<file path="src/rtl/serial_sub_pkg.sv">
// Shared definitions for the bit-serial subtractor family.
// Holds the controller state encoding used by serial_subtractor.
package serial_sub_pkg;

   typedef enum logic [1:0] {
      IDLE  = 2'b00,
      SHIFT = 2'b01,
      DONE  = 2'b10
   } state_t;

endpackage

</file>
<file path="src/rtl/serial_subtractor_fs_cell.sv">
// One-bit full subtractor: d = a - b - bin, bout = borrow out.
// Purely combinational so it can be tiled into a parallel subtractor later.
module fs_cell (
   input  logic a,
   input  logic b,
   input  logic bin,
   output logic d,
   output logic bout
);

   assign d    = a ^ b ^ bin;
   assign bout = (~a & b) | (~(a ^ b) & bin);

endmodule

</file>
<file path="src/rtl/serial_subtractor.sv">
// Bit-serial N-bit subtractor, LSB first: diff = in1 - in2 as an N+1 bit result.
// Start/done handshake; one bit per clock, result registered on the last bit.
module serial_subtractor
   import serial_sub_pkg::*;
#(
   parameter int N = 4
) (
   input  logic         clk,
   input  logic         rst_n,
   input  logic         start,
   input  logic [N-1:0] in1,
   input  logic [N-1:0] in2,
   output logic         busy,
   output logic         done,
   output logic [N:0]   diff
);

   localparam int CNT_W = $clog2(N + 1);

   state_t             state_reg;
   logic [N-1:0]       a_reg;
   logic [N-1:0]       b_reg;
   logic [N-1:0]       res_reg;
   logic               borrow_reg;
   logic [CNT_W-1:0]   cnt_reg;
   logic               busy_reg;
   logic               done_reg;
   logic [N:0]         diff_reg;

   logic               bit_d;
   logic               borrow_next;

   fs_cell u_fs_cell (
      .a    (a_reg[0]),
      .b    (b_reg[0]),
      .bin  (borrow_reg),
      .d    (bit_d),
      .bout (borrow_next)
   );

   always_ff @(posedge clk or negedge rst_n) begin
      if (!rst_n) begin
         state_reg  <= IDLE;
         a_reg      <= '0;
         b_reg      <= '0;
         res_reg    <= '0;
         borrow_reg <= 1'b0;
         cnt_reg    <= '0;
         busy_reg   <= 1'b0;
         done_reg   <= 1'b0;
         diff_reg   <= '0;
      end else begin
         case (state_reg)
            IDLE: begin
               done_reg <= 1'b0;
               busy_reg <= start;
               if (start) begin
                  a_reg      <= in1;
                  b_reg      <= in2;
                  borrow_reg <= 1'b0;
                  cnt_reg    <= '0;
                  state_reg  <= SHIFT;
               end
            end
            SHIFT: begin
               // Result fills from the MSB side so bit 0 lands at res_reg[0] after N shifts.
               res_reg    <= {bit_d, res_reg[N-1:1]};
               a_reg      <= {1'b0, a_reg[N-1:1]};
               b_reg      <= {1'b0, b_reg[N-1:1]};
               borrow_reg <= borrow_next;
               cnt_reg    <= cnt_reg + CNT_W'(1);
               if (cnt_reg == CNT_W'(N - 1)) begin
                  diff_reg  <= {borrow_next, bit_d, res_reg[N-1:1]};
                  done_reg  <= 1'b1;
                  state_reg <= DONE;
               end
            end
            DONE: begin
               done_reg  <= 1'b0;
               busy_reg  <= 1'b0;
               state_reg <= IDLE;
            end
            default: begin
               done_reg  <= 1'b0;
               busy_reg  <= 1'b0;
               state_reg <= IDLE;
            end
         endcase
      end
   end

   assign busy = busy_reg;
   assign done = done_reg;
   assign diff = diff_reg;

endmodule
</file>
<file path="config.mk">
export PLATFORM = sky130hd
export DESIGN_NAME = serial_subtractor
export DESIGN_NICKNAME = d
export VERILOG_FILES = /design/src/rtl/serial_sub_pkg.sv /design/src/rtl/serial_subtractor_fs_cell.sv /design/src/rtl/serial_subtractor.sv
export SDC_FILE = /design/constraint.sdc
export NUM_CORES = 1
export LEC_CHECK = 0
export ABC_AREA = 1
export CORE_UTILIZATION = 51
export DETAILED_ROUTE_END_ITERATION = 10
export PLACE_DENSITY = 0.76
export SYNTH_ARGS = -nofsm -noshare
export SYNTH_HDL_FRONTEND = slang
export SYNTH_SLANG_ARGS = --single-unit
</file>
<file path="constraint.sdc">
create_clock -name clk -period 1.3 [get_ports clk]
set_input_delay 0.26 -clock clk [delete_from_list [all_inputs] [get_ports clk]]
set_output_delay 0.26 -clock clk [all_outputs]
set_load 0.05 [all_outputs]
</file>
==> run metrics <==
status=completed; RSZ-0062 raised after global routing=false; largest net degree at the start of global routing=25; total of max-cap violations=0; # setup viols final=0; count leader, synth=nand2_1; Clock Skew=0.00813 ns; clock root buffer=clkbuf_4; total CTS buffers=3; area leader, netlist=dfrtp_1; CTS tree=done; clock sink count=24; GR Overflow Total=0; Setup crit start=b_reg[0]; ys flop type=dfrtp_1; P per Cell Area=2590 nW/um^2; EDFF count, synth=0; switching pwr=1.59 mW; final setup TNS=0 ns; total number of vias=811; Slew @ Worst Pin=0.326 ns; Mapped Area=1090 um^2; Yosys top cell area share=0.549; Worst R2R Path Depth=4; CP endpoint=diff[3]; leakage=0.722 nW; All-Layer GR Usage=0.207; Cell Int Power=2.05 mW; Worst setup SP type=flop; wirelength, routed=2130 um; maximum vdd drop=1.77 mV; Starting Density=0.552; worst r2r src=b_reg[0]; first-pass GRT wire length=3700 um; Die H=48.3 um; Final Hold Violating Endpoints=0; I/O Pins=18; die area=2340 um^2; Critical Path Sink Type=flop; fin crit share=0.931; FF-to-FF End=diff[3]; HPWL after DPL=1430 um; FMAX=826 MHz; Largest register FFs=5; buffer depth of the longest clock path=2; Yosys reg bits=24; Crit Path Max Fanout=2; critical path required time=1.56 ns; Sw Share=0.437; vias in the first global route=849; std cell rows=16; syn avg cell area=9.20 um^2; minimum clock period after layout=1.21 ns; commonest cells in the netlist=nand2_1 (53), dfrtp_1 (24), nand3_1 (8), o21ai_1 (8), inv_1 (7); worst path arrival time=1.47 ns; synth warn=0; Tot Pwr=3.65 mW; Final Max Slew Viols=0; CTS clk-pin slew, worst paths=0.13 ns; share of synthesized flip-flops with an asynchronous set or reset=1.00; Core ar.=1980 um^2; initial DRC count=6; initial antenna violation count=0; GP Congestion=0.742; Worst-Skew Late Latency=0.32 ns; Die W=48.3 um; vias per inst=4.77; WS Path Type=reg -> reg; ant diodes=0; Synth-to-Final Area Change=28.7%; worst hold path type=in -> async; Max-slew headroom=0.783; H-tree depth=1; Wirelength per Cell=12.5 um; post-cts hold buffer count=0; post-CTS setup buffer count=0; Flop pwr share=0.369; clock power share=0.109; Remaining DRCs=0; syn nets=133; Gate Count Post-Synth=119; Routed Antenna Nets=0; IO buf count=17; fraction of layout cells with a size suffix above 1=0.196; largest cells by area after synthesis=dfrtp_1 (55%), nand2_1 (18%), nand3_1 (3.7%); CTS resizes=0; DR pass1 iterations=3; Reg2Reg Setup Slack=0.09 ns; Logic pwr share=0.522; Seq/Total Area, Yosys=0.549; net count reported at finish=158; synth unique cells=16
-- cells by family (layout without fill, tap and decap cells) --
family / count (synthesis) / after routing / synth area share
flops: 24 / 24 / 0.549
buf+inv: 13 / 36 / 0.0754
simple gates: 67 / 68 / 0.259
fa+ha+maj: 3 / 3 / 0.0411
compound gates: 12 / 12 / 0.0754
-- worst min path at each step --
stage	slack (ns)	depth (start not counted)	to	from
floorplan	-0.04	0	a_reg[0]	rst_n
global placement	0.46	2	b_reg[0]	b_reg[0]
detailed placement	0.47	2	cnt_reg[2]	cnt_reg[2]
CTS	0.29	2	cnt_reg[1]	rst_n
global route	0.33	2	cnt_reg[1]	rst_n
finish	0.28	2	cnt_reg[1]	rst_n
-- per-stage QoR --
step / hold slack [ns] / setup WS, ns / area (um^2) / util / std cells
after CTS: 0.286 / 0.0213 / 1400 / 0.706 / 169
final: 0.281 / 0.0895 / 1410 / 0.711 / 170
after global placement: 0.463 / 0.0504 / 1360 / 0.688 / 165
after floorplan: -0.0356 / 0.158 / 1090 / - / 119
after detailed placement: 0.470 / 0.0148 / 1360 / 0.688 / 165
after global routing: 0.327 / 0.0117 / 1410 / 0.711 / 170
-- worst max-delay path, cell delays in order, from the launching register on --
cell and delay, ns:
dfrtp_1 0.37, inv_1 0.06, fa_1 0.54, inv_1 0.05, o21ai_1 0.12
-- placed cells by master (no fill, tap or decap) --
cell and n:
nand2_1 53, o21ai_2 3, inv_4 1, nand3_1 8
ha_1 1, dfrtp_1 24, inv_2 2, clkbuf_4 3
clkbuf_8 1, nor2_1 3, ha_2 1, o21ai_4 1
fa_1 1, nor2_4 1, nand2_2 1, nand2_4 2
o21ai_1 8, buf_4 5, inv_1 7, buf_12 7
clkdlybuf4s50_1 10
-- power by group through the flow --
stage | combinational [mW] | clock, mW | sequential (mW)
finish | 1.90 | 0.398 | 1.35
CTS | 1.90 | 0.410 | 1.35
detailed placement | 1.87 | 0 | 1.36
global placement | 1.84 | 0 | 1.34
floorplan | 1.04 | 0 | 1.56
global route | 2.10 | 0.427 | 1.39
-- layout make-up --
cell class	instances	area, um^2
Sequential cell	24	601
Tap cell	27	33.8
Fill cell	147	573
Multi-Input combinational cell	83	420
Timing Repair Buffer	22	278
Inverter	10	40.0
Clock buffer	4	36.3
-- routing by layer --
metal | track usage | vias up | wire length (um)
li1 | - | 422 | -
met1 | 0.251 | 371 | 970
met2 | 0.362 | 13 | 1050
met3 | 0.0283 | 5 | 55
met4 | 0.103 | 0 | 51
met5 | 0 | - | 0
No activity file was read; power rests on OpenSTA's default activity.
